<file path="src/rtl/sar_adc_responder_if.sv">
// Conversion-side bundle of the SAR ADC responder: requester handshake
// (CLK_ADC, RSTN_ADC, ADC, ADC_RDY) plus the analog front-end hooks
// (COMP, DAC_CODE, SH, BUSY).
interface sar_adc_responder_if #(
   parameter int CADC_WIDTH = 10
);
   logic                  CLK_ADC;
   logic                  RSTN_ADC;
   logic                  COMP;
   logic [CADC_WIDTH-1:0] DAC_CODE;
   logic                  SH;
   logic                  BUSY;
   logic [CADC_WIDTH-1:0] ADC;
   logic                  ADC_RDY;

   // The responder consumes the step clock, release and comparator result
   modport slave (
      input  CLK_ADC, RSTN_ADC, COMP,
      output DAC_CODE, SH, BUSY, ADC, ADC_RDY
   );

   // The requester / front-end side drives the opposite directions
   modport master (
      output CLK_ADC, RSTN_ADC, COMP,
      input  DAC_CODE, SH, BUSY, ADC, ADC_RDY
   );
endinterface

</file>
<file path="src/rtl/sar_adc_responder.sv">
// SAR ADC responder: one successive-approximation step per rising edge of
// CLK_ADC (sampled in the CLK domain), optional averaging of 2^AVG_LOG
// conversions, result held on ADC with ADC_RDY until the requester drops
// RSTN_ADC.
module sar_adc_responder #(
   parameter int CADC_WIDTH = 10,
   parameter int AVG_LOG    = 0
) (
   input  logic               CLK,
   input  logic               RST_N,
   sar_adc_responder_if.slave link
);

   localparam int IDX_W = (CADC_WIDTH > 1) ? $clog2(CADC_WIDTH) : 1;
   localparam int ACC_W = CADC_WIDTH + AVG_LOG;
   localparam int CNT_W = AVG_LOG + 1;

   localparam logic [CNT_W-1:0]      CNT_LAST = CNT_W'((1 << AVG_LOG) - 1);
   localparam logic [CADC_WIDTH-1:0] MSB_CODE = {1'b1, {(CADC_WIDTH-1){1'b0}}};
   localparam logic [IDX_W-1:0]      IDX_TOP  = IDX_W'(CADC_WIDTH - 1);

   typedef enum logic [1:0] {
      IDLE,
      SAMPLE,
      CONV,
      DONE
   } state_t;

   state_t                  state;
   logic                    clk_adc_q;
   logic [IDX_W-1:0]        bit_idx;
   logic [ACC_W-1:0]        acc;
   logic [CNT_W-1:0]        avg_cnt;

   logic                    tick;
   logic [CADC_WIDTH-1:0]   decided;
   logic [CADC_WIDTH-1:0]   next_bit;
   logic [ACC_W-1:0]        acc_sum;
   logic [CADC_WIDTH-1:0]   avg_code;

   assign tick = link.CLK_ADC & ~clk_adc_q;

   // Resolve the current trial bit from COMP and prepare the next trial bit and averaged result
   always_comb begin
      decided  = link.DAC_CODE;
      next_bit = '0;
      if (!link.COMP) begin
         decided[bit_idx] = 1'b0;
      end
      if (bit_idx != '0) begin
         next_bit[bit_idx - IDX_W'(1)] = 1'b1;
      end
      acc_sum  = acc + ACC_W'(decided);
      avg_code = CADC_WIDTH'(acc_sum >> AVG_LOG);
   end

   // Conversion sequencer: requester release beats a step, and steps only advance on a CLK_ADC rising edge
   always_ff @(posedge CLK) begin
      if (!RST_N) begin
         state         <= IDLE;
         clk_adc_q     <= 1'b0;
         bit_idx       <= '0;
         acc           <= '0;
         avg_cnt       <= '0;
         link.DAC_CODE <= '0;
         link.ADC      <= '0;
         link.SH       <= 1'b0;
         link.BUSY     <= 1'b0;
         link.ADC_RDY  <= 1'b0;
      end else begin
         clk_adc_q <= link.CLK_ADC;
         if (!link.RSTN_ADC) begin
            state         <= IDLE;
            bit_idx       <= '0;
            acc           <= '0;
            avg_cnt       <= '0;
            link.DAC_CODE <= '0;
            link.SH       <= 1'b0;
            link.BUSY     <= 1'b0;
            link.ADC_RDY  <= 1'b0;
         end else if (tick) begin
            unique case (state)
               IDLE: begin
                  state        <= SAMPLE;
                  link.SH      <= 1'b1;
                  link.BUSY    <= 1'b1;
                  link.ADC_RDY <= 1'b0;
               end
               SAMPLE: begin
                  state         <= CONV;
                  link.SH       <= 1'b0;
                  bit_idx       <= IDX_TOP;
                  link.DAC_CODE <= MSB_CODE;
               end
               CONV: begin
                  if (bit_idx != '0) begin
                     link.DAC_CODE <= decided | next_bit;
                     bit_idx       <= bit_idx - IDX_W'(1);
                  end else if (avg_cnt < CNT_LAST) begin
                     acc           <= acc_sum;
                     avg_cnt       <= avg_cnt + CNT_W'(1);
                     link.DAC_CODE <= '0;
                     link.SH       <= 1'b1;
                     state         <= SAMPLE;
                  end else begin
                     link.ADC      <= avg_code;
                     link.ADC_RDY  <= 1'b1;
                     link.BUSY     <= 1'b0;
                     link.DAC_CODE <= '0;
                     acc           <= '0;
                     avg_cnt       <= '0;
                     state         <= DONE;
                  end
               end
               DONE: begin
                  state <= DONE;
               end
               default: begin
                  state <= IDLE;
               end
            endcase
         end
      end
   end

endmodule

</file>
<file path="src/flat_wrapper.sv">
// flat-port wrapper written by rule: the top's interface ports become plain ports
module sar_adc_responder_flat 
#(
   parameter int CADC_WIDTH = 10,
   parameter int AVG_LOG    = 0
)
  (CLK, RST_N, link_CLK_ADC, link_RSTN_ADC, link_COMP, link_DAC_CODE, link_SH, link_BUSY, link_ADC, link_ADC_RDY);
  sar_adc_responder_if #(.CADC_WIDTH(CADC_WIDTH)) link_i ();
  input  logic CLK;
  input  logic RST_N;
  input wire logic [$bits(link_i.CLK_ADC)-1:0] link_CLK_ADC;
  input wire logic [$bits(link_i.RSTN_ADC)-1:0] link_RSTN_ADC;
  input wire logic [$bits(link_i.COMP)-1:0] link_COMP;
  output wire logic [$bits(link_i.DAC_CODE)-1:0] link_DAC_CODE;
  output wire logic [$bits(link_i.SH)-1:0] link_SH;
  output wire logic [$bits(link_i.BUSY)-1:0] link_BUSY;
  output wire logic [$bits(link_i.ADC)-1:0] link_ADC;
  output wire logic [$bits(link_i.ADC_RDY)-1:0] link_ADC_RDY;
  assign link_i.CLK_ADC = link_CLK_ADC;
  assign link_i.RSTN_ADC = link_RSTN_ADC;
  assign link_i.COMP = link_COMP;
  assign link_DAC_CODE = link_i.DAC_CODE;
  assign link_SH = link_i.SH;
  assign link_BUSY = link_i.BUSY;
  assign link_ADC = link_i.ADC;
  assign link_ADC_RDY = link_i.ADC_RDY;
  sar_adc_responder #(.CADC_WIDTH(CADC_WIDTH), .AVG_LOG(AVG_LOG)) u_core (.CLK(CLK), .RST_N(RST_N), .link(link_i));
endmodule
</file>
<file path="config.mk">
export PLATFORM = sky130hd
export DESIGN_NAME = sar_adc_responder_flat
export DESIGN_NICKNAME = d
export VERILOG_FILES = /design/src/rtl/sar_adc_responder_if.sv /design/src/rtl/sar_adc_responder.sv /design/src/flat_wrapper.sv
export SDC_FILE = /design/constraint.sdc
export NUM_CORES = 1
export LEC_CHECK = 0
export CORE_MARGIN = 10
export CORE_UTILIZATION = 52
export CTS_BUF_LIST = sky130_fd_sc_hd__clkbuf_16
export DETAILED_ROUTE_END_ITERATION = 10
export GPL_TIMING_DRIVEN = 0
export PLACE_DENSITY = 0.9
export SETUP_SLACK_MARGIN = 0.4
export SLEW_MARGIN = 20
export SYNTH_ARGS = -nofsm -noshare
export SYNTH_HDL_FRONTEND = slang
export SYNTH_SLANG_ARGS = --single-unit
export TNS_END_PERCENT = 50
</file>
<file path="constraint.sdc">
create_clock -name CLK -period 3.62 [get_ports CLK]
set_input_delay 0.724 -clock CLK [delete_from_list [all_inputs] [get_ports CLK]]
set_output_delay 0.724 -clock CLK [all_outputs]
set_load 0.03 [all_outputs]
</file>
Yosys cells after proc, flatten, opt, wreduce, memory -nomap -nowiden
Index checks and enable logic that the tools add are counted.
Word-level totals
  register bits after elaboration: 41
  logic and storage cells: 71
Operators by class
  add/subtract/negate cells: 3
  $lt $le $gt $ge: 5
  eq/ne operators: 7
  muxes and demuxes: 24
  bitwise gates (word level): 7
  reductions and logical operators: 15
Operator list (number)
  10-bit two-way mux: 4
  10-bit case mux with 2 select lines: 1
  10-bit adder: 1
  10-bit AND: 1
  4-bit by 5-bit < comparator with 1-bit output, second input constant: 2
  10-bit inverter: 1
  10-bit OR: 1
  1-bit two-way mux: 9
  1-bit demux with 4-bit select: 2
  4-bit by 1-bit greater-or-equal comparator with 1-bit output, second input constant: 2
  2-bit case mux with 4 select lines: 1
  4-bit case mux with 2 select lines: 1
  4-bit AND reduction: 2
  2-bit AND reduction: 3
  3-bit AND reduction: 2
  5-bit AND reduction: 1
  2-bit == test, second input constant: 2
  2-bit two-way mux: 2
  4-bit two-way mux: 1
  2-bit by 1-bit inequality test with 1-bit output, second input constant: 2
  2-bit inequality test, second input constant: 2
  1-bit case mux with 2 select lines: 2
  2-bit nonzero test: 2
  4-bit nonzero test: 1
  other kinds (10): 13

Depth between registers and ports, before layout
Gate-level depths: netlist of the first run.
  depth in word-level cells: 10
  depth in mapped cells: 8
  mapped depth without buffers: 6

Least setup slack after synthesis of the first run
OpenSTA, ideal clock, no wires.
  path type: reg2reg
  from: register u_core.bit_idx[0]
  to: register u_core.link.DAC_CODE[9]
  data arrival time: 1748 ps
  path slack: 1769 ps
  stages on the path, launching flop included: 7
  clock period less this slack: 1851 ps
  path through: dfxtp_1 > inv_1 > ha_1 > or4_4 > nand2_2 > a311oi_1 > a2111oi_2
On the way
  longest elaborated chain between the ends: 10
  elaborated cells between the ends (all ways): 19
  those cells by class: 1 x add/sub; 4 x order compare; 8 x mux; 3 x bitwise; 3 x reduce/logical
RTL lines
  start: declaration: line sar_adc_responder.sv:31  | logic [IDX_W-1:0] bit_idx;
  start signal: assignment: line sar_adc_responder.sv:98  | bit_idx <= bit_idx - IDX_W'(1);
  branches (longest 8 deep; another with 4-bit by 5-bit < comparator with 1-bit output)
  10-bit two-way mux (*): line sar_adc_responder.sv:96  | if (bit_idx != '0) begin
  10-bit case mux with 2 select lines (*): line sar_adc_responder.sv:82  | unique case (state)
  end signal: assignment: line sar_adc_responder.sv:97  | link.DAC_CODE <= decided | next_bit;
  end: declaration: line sar_adc_responder_if.sv:19  | output DAC_CODE, SH, BUSY, ADC, ADC_RDY
Every way passes the cells marked *.
A chain may end at the register's enable or synchronous reset.

Final worst setup path of the first run
  from: input RST_N
  to: register u_core.link.DAC_CODE[3]
On the way
  longest elaborated chain between the ends: 1
RTL lines
  start: declaration: line flat_wrapper.sv:10  | input logic RST_N;
  2-bit AND reduction (no line)
No other way between the ends.

==> impl_metrics.toml, run 1 <==
[cells_and_area]
num-fill-cells = 238
final_common_cell = "dfxtp_1"
nets = 240
mostFrequentLayoutCells = "dfxtp_1, clkdlybuf4s50_1, o21ai_0"
drive_above_1_share_pct = 10.8
fin_area_mm2 = 0.00214
insertedDiodeCount = 0
area_growth_pct = 27.7

[timing]
max_clock_freq_mhz = 428
hold_viol_final = 0
setup_ws_ns = 1.28
final_max_slew_viol_count = 0
setup_viol = 0
fin_crit_sh_pct = 64.6
worstMarginPinSlew_ns = 0.517
fin_worst_skew_ns = 0.00742
rsz0062_at_grt = "false"
min_period_ns = 2.34
relSlewSlack_pct = 65.5
setup_tns_ns = 0

[drt]
vias_per_cell = 5.46
postRouteAntennaNets = 0
drtIter0Drc = 150
vias = 1457
wl_um = 3820
drc = 0
wl_per_cell_um = 14.3
drt_pass1_iterations = 4

[placed_design]
gp_congestion = 0.868
dp_hpwl_um = 2810
port_buffers = 27
placed_cell_area_mm2 = 0.00200
place_ws_ns = 1.09

[run_status]
status = "complete, no violations"

[worst_hold_path]
min_path_cells = 2
hold_class = "reg -> reg"
min_from = "u_core.link.ADC_RDY"
min_to = "u_core.link.ADC_RDY"

[worst_setup_path]
crit_arrival_ns = 2.55
rrSetupSlack_ns = 1.51
endpoint_kind = "register"
worstReg2RegEnd = "u_core.link.DAC_CODE[3]"
worstSetupPathType = "in -> reg"
regToRegStartpoint = "u_core.bit_idx[0]"
r2r_cells = 6
crit_path_start_kind = "input pin"
worst_ep_required_time_ns = 3.83
crit_fanout = 10

[clock_network]
cts-root-buf = "clkbuf_16"
clk_latency_ns = 0.27
hold_buffers = 0
cts_num_sinks = 30
clk_pin_slew_worst_paths_ns = 0.05
ctsHtreeMaxLevel = 2
cts_tree = "yes"
cts_buffers = 5
clk_path_buf_depth = 2
cts_setup_buffers = 0
cts_resized = 0

[floorplan]
fp.dieW_um = 76.7
dieArea_mm2 = 0.00589
start_util_pct = 54.3
die_h_um = 76.7
core_area_mm2 = 0.00308
io_pins = 28
rows = 20

[logic_synthesis]
synth_top_family_by_area = "simple AND/OR/NAND/NOR gates"
seq_area_frac_synth_pct = 35.9
synth_top_flop_cell = "dfxtp_1"
synthArstFlopShare_pct = 0
synth_xor_area_share_pct = 0
ys_ff_latch = 30
synth_mux_area_share_pct = 5.98
synth_top_area_share_pct = 35.9
yosys_warnings = 0
yosysUniqueCellTypes = 44
syn_inst = 188
synthAdderAreaFrac_pct = 9.72
synth-compound-area-share_pct = 20.2
synth-simple-area-share_pct = 22.7
syn_nets = 206
synth-edff-count = 0
synth_area_leaders = "dfxtp_1, ha_1, mux2i_1"
netlist_area_mm2 = 0.00167
post_synth.cell_area_avg_um2 = 8.90
synth_top_cell_by_area = "dfxtp_1"

[power_and_ir_drop]
p_leak_nw = 0.788
ir_worst_vdd_mv = 0.350
power_density_mw_per_mm2 = 364

[job]
maxCapViolCount = 0

[global_routing]
grt_util_all_layers_pct = 13.0
gr-total-overflow = 0
grt_max_degree = 11
grt_pass1_wl_um = 6510
antenna_found_initial = 0
grt_pass1_vias = 1418
-- sequential cells by signal (all words and copies together), names as in the netlist --
name                  cells
u_core.link.DAC_CODE     10
u_core.bit_idx            4
u_core.state              2
u_core.link.BUSY          1
u_core.link.SH            1
u_core.link.ADC          10
u_core.clk_adc_q          1
u_core.link.ADC_RDY       1
-- worst max-delay path by stage --
stage                            startpoint                 endpoint  slack (ns)  cells past startpoint
after floorplan           u_core.bit_idx[0]  u_core.link.DAC_CODE[9]        1.77                      6
after global placement                RST_N  u_core.link.DAC_CODE[6]        1.14                      6
after detailed placement              RST_N  u_core.link.DAC_CODE[6]        1.09                      6
after CTS                             RST_N  u_core.link.DAC_CODE[6]        1.36                      6
after global routing                  RST_N  u_core.link.DAC_CODE[3]        1.14                      6
final                                 RST_N  u_core.link.DAC_CODE[3]        1.28                      6
-- where the power goes --
group | switching, mW | leakage, nW | internal, mW
registers | 0.00290 | 0.242 | 0.334
logic | 0.0318 | 0.473 | 0.0198
clock network | 0.141 | 0.0724 | 0.248
total | 0.176 | 0.788 | 0.602
-- cell type report --
cell class	instances	area, um2	share of cell area [%]
multi-input combinational	137	981	45.9
inverter	13	48.8	2.28
clock buffer	5	125	5.86
tap	44	55.1	2.58
timing repair buffer	27	270	12.7
sequential	30	601	28.1
clock inverter	3	12.5	0.586
buffer	8	42.5	1.99
-- Yosys cell counts, types with 4 or more instances --
cell	count
mux2i_1	10
inv_1	13
nand3_1	10
o21ai_0	15
ha_1	13
a21oi_1	5
nor2_1	10
and2_1	11
nor2b_1	4
nand2_1	9
nand2b_1	6
a211oi_1	4
a31o_2	5
dfxtp_1	30
clkbuf_1	5
-- critical path: stages --
cell             delay [ns]
clkdlybuf4s50_1        0.50
and2_1                 0.14
clkbuf_1               0.41
nand4_2                0.33
o21ai_0                0.31
a31o_2                 0.14
-- routing by layer --
| layer | vias to the layer above | track usage [%] | routed length [um] |
|---|---|---|---|
| li1 | 727 | - | - |
| met4 | 0 | 6.13 | 27 |
| met2 | 40 | 20.5 | 1820 |
| met1 | 688 | 15.2 | 1670 |
| met3 | 2 | 4.66 | 308 |
| met5 | - | 0 | 0 |
-- per-stage QoR --
stage | hold slack [ns] | power, mW | cells | util (%)
final | 0.462 | 0.778 | 267 | 69.4
after floorplan | 0.509 | 0.377 | 188 | -
after global routing | 0.477 | 0.802 | 267 | 69.4
after detailed placement | 0.452 | 0.394 | 259 | 64.9
after global placement | 0.448 | 0.393 | 259 | 64.9
after CTS | 0.459 | 0.776 | 267 | 69.4
-- logic make-up (layout without fill, tap and decap cells) --
family / count (synthesis) / in the layout
compound gates: 48 / 48
fa+ha+maj: 13 / 13
buf+inv: 21 / 56
flops: 30 / 30
mux: 10 / 10
simple gates: 66 / 66
Note: power is estimated with default switching activity, not from simulation.
==> run 2: changes to the inputs <==
==> constraint.sdc (replaced) <==
create_clock -name CLK -period 2.3 [get_ports CLK]
set_input_delay 0.46 -clock CLK [delete_from_list [all_inputs] [get_ports CLK]]
set_output_delay 0.46 -clock CLK [all_outputs]
set_load 0.03 [all_outputs]
==> impl_metrics.toml, run 2 (same netlist as run 1, synthesis figures left out) <==
[worst_setup_path]
crit_path_start_kind = "register"
critical_path.startpoint = "u_core.state[0]"
crit_arrival_ns = 2.05
worst_ep_required_time_ns = 2.51
crit_fanout = 10
endpoint_kind = "register"
regToRegStartpoint = "u_core.state[0]"
worstSetupPathType = "reg -> reg"

[drt]
vias_per_cell = 5.56
drc = 0
postRouteAntennaNets = 0
wl_um = 4010
drtIter0Drc = 128
drt_pass1_iterations = 4
wl_per_cell_um = 15.0
vias = 1485

[power_and_ir_drop]
ir_worst_vdd_mv = 0.552
p_int_mw = 0.949
swShare_pct = 22.6
p_comb_share_pct = 7.2
power.switching_mw = 0.278
power_density_mw_per_mm2 = 557
clkPwrFrac_pct = 49.6
p_seq_share_pct = 43.2
p_leak_nw = 0.813

[timing]
fin_worst_skew_ns = 0.00892
worstMarginPinSlew_ns = 0.497
final_max_slew_viol_count = 0
max_clock_freq_mhz = 544
setup_viol = 0
hold_viol_final = 0
min_period_ns = 1.84
rsz0062_at_grt = "true"
setup_tns_ns = 0
finalHoldWorstSlack_ns = 0.457
relSlewSlack_pct = 66.9
fin_crit_sh_pct = 79.9

[floorplan]
start_util_pct = 54.3
core_area_mm2 = 0.00308
die_h_um = 76.7
dieArea_mm2 = 0.00589
io_pins = 28
fp.dieW_um = 76.7
rows = 20

[cells_and_area]
insertedDiodeCount = 0
top_regs = "u_core.link.ADC: 10 flops, u_core.link.DAC_CODE: 10 flops, u_core.bit_idx: 4 flops"
fin_area_mm2 = 0.00220
mostFrequentLayoutCells = "clkdlybuf4s50_1, dfxtp_1, o21ai_0"
drive_above_1_share_pct = 15.2
nets = 240
area_growth_pct = 31.6

[global_routing]
gr-total-overflow = 0
antenna_found_initial = 0
grt_pass1_wl_um = 6850
grt_max_degree = 11
grt_pass1_vias = 1483
grt_util_all_layers_pct = 13.7

[worst_hold_path]
min_from = "u_core.link.BUSY"
hold_class = "reg -> reg"

[run_status]
status = "complete, no violations"

[job]
maxCapViolCount = 0

[clock_network]
clk_path_buf_depth = 2
cts_tree = "yes"
clk_pin_slew_worst_paths_ns = 0.05
cts_buffers = 5
clk_latency_ns = 0.27
cts-root-buf = "clkbuf_16"
ctsHtreeMaxLevel = 2
cts_num_sinks = 30

[placed_design]
dp_hpwl_um = 2810
placed_cell_area_mm2 = 0.00200
port_buffers = 27
gp_congestion = 0.868
run 2: power groups by stage:
stage,Sequential [mW],Clock (mW),Combinational [mW]
after detailed placement,0.541,0,0.0798
after global placement,0.541,0,0.0786
after global routing,0.530,0.642,0.0960
after floorplan,0.544,0,0.0489
after CTS,0.531,0.610,0.0833
final,0.530,0.608,0.0886
run 2: path summary, 6_finish.rpt:
check | to | slack, ns | cells past startpoint
setup / recovery | u_core.link.ADC[2] | 0.46 | 8
setup reg to reg | u_core.link.ADC[2] | 0.46 | 8
hold reg to reg | u_core.link.BUSY | 0.46 | 2
hold / removal | u_core.link.BUSY | 0.46 | 2
run 2: what timing repair did:
| item | in CTS | in global routing |
|---|---|---|
| hold buffers | 0 | 0 |
| pin swaps | 0 | 1 |
| setup endpoints to repair | 23 | 21 |
| resized for setup | 8 | 11 |
| setup buffers | 0 | 0 |
run 2: layout make-up:
cell class	count	area [um2]
fillers	218	876
flip-flops and latches	30	607
repair buffers	27	270
clock buffers	5	125
well taps	44	55.1
plain buffers	8	57.6
clock inverters	3	12.5
inverters	13	48.8
multi-input cells	137	1030
run 2: per-stage QoR:
step / instances / power [mW] / util (%) / setup slack, ns
floorplan: 188 / 0.593 / - / 0.449
global placement: 259 / 0.619 / 64.9 / 0.0880
detailed placement: 259 / 0.621 / 64.9 / 0.0300
CTS: 267 / 1.22 / 70.2 / 0.419
global route: 267 / 1.27 / 71.5 / 0.366
finish: 267 / 1.23 / 71.5 / 0.462
run 2: critical path, cell delays in order (launching register included):
cell      delay [ns]
dfxtp_2         0.33
inv_1           0.10
ha_1            0.18
buf_6           0.15
and4bb_2        0.31
and3_4          0.23
buf_12          0.14
mux2i_1         0.19
and2_1          0.13
run 2: metal layers:
metal | vias up | track usage, % | share of wire, %
met4 | 0 | 7.06 | 1.0
met1 | 704 | 15.5 | 42
met3 | 5 | 5.01 | 7.2
met2 | 47 | 22.0 | 50
li1 | 729 | - | -
met5 | - | 0 | 0
==> run 3: changes to the inputs <==
==> constraint.sdc (replaced) <==
create_clock -name CLK -period 1.7 [get_ports CLK]
set_input_delay 0.34 -clock CLK [delete_from_list [all_inputs] [get_ports CLK]]
set_output_delay 0.34 -clock CLK [all_outputs]
set_load 0.03 [all_outputs]
==> impl_metrics.toml, run 3 (same netlist as run 1, synthesis figures left out) <==
[cells_and_area]
num-fill-cells = 171
nets = 261
top_regs = "u_core.link.ADC: 10 flops, u_core.link.DAC_CODE: 10 flops, u_core.bit_idx: 4 flops"
final_common_cell = "dfxtp_1"
area_growth_pct = 52.4
insertedDiodeCount = 0
drive_above_1_share_pct = 36.5
fin_cells = 288
mostFrequentLayoutCells = "dfxtp_1, dlymetal6s2s_1, buf_4"

[drt]
wl_um = 5720
drc = 0
vias_per_cell = 6.03
postRouteAntennaNets = 0
drtIter0Drc = 200
wl_per_cell_um = 19.9
vias = 1737
drt_pass1_iterations = 4

[clock_network]
cts-root-buf = "clkbuf_16"
cts_buffers = 5
clk_latency_ns = 0.28
ctsHtreeMaxLevel = 2
clk_path_buf_depth = 2
cts_tree = "yes"
hold_buffers = 0
clk_pin_slew_worst_paths_ns = 0.05
cts_num_sinks = 30

[global_routing]
grt_pass1_wl_um = 8510
antenna_found_initial = 0
grt_max_degree = 12
grt_util_all_layers_pct = 17.3
grt_pass1_vias = 1730
gr-total-overflow = 0

[timing]
hold_viol_final = 0
worstMarginPinSlew_ns = 0.532
fin_worst_skew_ns = 0.00319
rsz0062_at_grt = "true"
fin_crit_sh_pct = 101
setup_tns_ns = -0.0206
setup_viol = 3
max_clock_freq_mhz = 585
setup_ws_ns = -0.00983
finalHoldWorstSlack_ns = 0.454
min_period_ns = 1.71
final_max_slew_viol_count = 0
relSlewSlack_pct = 64.5

[worst_setup_path]
regToRegStartpoint = "u_core.bit_idx[1]"
worstReg2RegEnd = "u_core.link.DAC_CODE[2]"
critical_path.max_stage_delay_ns = 0.39
crit_path_start_kind = "register"
cpMaxStageDelayCell = "nor3_4"
crit_arrival_ns = 1.93
endpoint_kind = "register"
worst_ep_required_time_ns = 1.92
rrSetupSlack_ns = -0.01
crit_path_cell_trace = "inv_4 -> ha_4 -> or3b_4 -> nand2_2 -> nor3_4 -> a31o_2"
r2r_cells = 6
worstSetupPathType = "reg -> reg"
crit_fanout = 7
critical_path.startpoint = "u_core.bit_idx[1]"

[power_and_ir_drop]
swShare_pct = 24.5
p_comb_share_pct = 10.5
power_density_mw_per_mm2 = 687
power_mw = 1.75
clkPwrFrac_pct = 48.7
p_leak_nw = 1.23
power.switching_mw = 0.430
p_seq_share_pct = 40.8
p_int_mw = 1.32
ir_worst_vdd_mv = 0.739

[worst_hold_path]
hold_class = "reg -> reg"
min_path_cells = 2
min_to = "u_core.link.BUSY"
min_from = "u_core.link.BUSY"

[placed_design]
port_buffers = 27
dp_hpwl_um = 2860
dp.cells = 259
gp_congestion = 0.831
place_ws_ns = -0.450

[job]
maxCapViolCount = 0

[floorplan]
die_h_um = 76.7
rows = 20
core_area_mm2 = 0.00308
io_pins = 28
dieArea_mm2 = 0.00589
start_util_pct = 54.3
fp.dieW_um = 76.7

[run_status]
violations = "negative setup slack"
status = "complete, but fails checks"
## run 3: cell types whose count changed in the layout (fill, tap and decap cells not counted), moves of 3 or more
cell             before  now
clkdlybuf4s50_1      27    4
buf_4                 0   13
dlymetal6s2s_1        0   13
o21ai_0              15    8
buf_2                 1    6
buf_6                 1    6
o21ai_1               3    8
clkbuf_2              2    5
inv_1                13   10
inv_4                 0    3
## run 3: critical path: cells and delay by family, from the launching register on
| family | cells | cell delay (ns) |
|---|---|---|
| flops | 1 | 0.36 |
| fa+ha+maj | 1 | 0.16 |
| compound gates | 1 | 0.23 |
| buf+inv | 1 | 0.04 |
| simple gates | 3 | 0.86 |
## run 3: what timing repair did
item | 4_1_cts | 5_1_grt
endpoints found under the setup margin | 52 | 49
gates cloned | 2 | 0
pin swaps | 14 | 10
setup buffers | 16 | 3
resized for setup | 54 | 45
## run 3: through the flow
stage                     area (um2)  utilization [%]
after floorplan                 1730                -
after global placement          2060             66.9
after detailed placement        2060             66.9
after CTS                       2470             80.4
after global routing            2550             82.8
final                           2550             82.8
## run 3: area by class of cell
cell class	count	area (um2)	area share, %
Multi-Input combinational cell	138	1170	45.8
Sequential cell	30	613	24.1
Timing Repair Buffer	47	450	17.7
Clock buffer	5	125	4.91
Buffer	8	68.8	2.70
Tap cell	44	55.1	2.16
Inverter	13	53.8	2.11
Clock inverter	3	15.0	0.589
## run 3: power by group through the flow
stage	Clock, mW	Combinational, mW	Sequential (mW)
after floorplan	0	0.0704	0.735
after detailed placement	0	0.113	0.730
final	0.853	0.183	0.715
after global routing	0.889	0.192	0.715
after global placement	0	0.110	0.730
after CTS	0.851	0.161	0.714
## run 3: metal layers
metal | GRT usage (%) | share of wire, % | up-vias
met5 | 0 | 0 | -
met4 | 8.55 | 2.8 | 0
met3 | 5.48 | 6.6 | 20
met2 | 30.7 | 52 | 83
met1 | 17.9 | 39 | 852
li1 | - | - | 782
## run 3: how the worst max path moves through the flow
stage / end / slack (ns) / cells past startpoint
detailed placement: u_core.link.DAC_CODE[4] / -0.45 / 6
finish: u_core.link.DAC_CODE[2] / -0.01 / 6
floorplan: u_core.link.DAC_CODE[4] / 0.14 / 6
global route: u_core.link.DAC_CODE[1] / -0.07 / 7
CTS: link_DAC_CODE[6] / 0.04 / 1
global placement: u_core.link.DAC_CODE[6] / -0.39 / 6
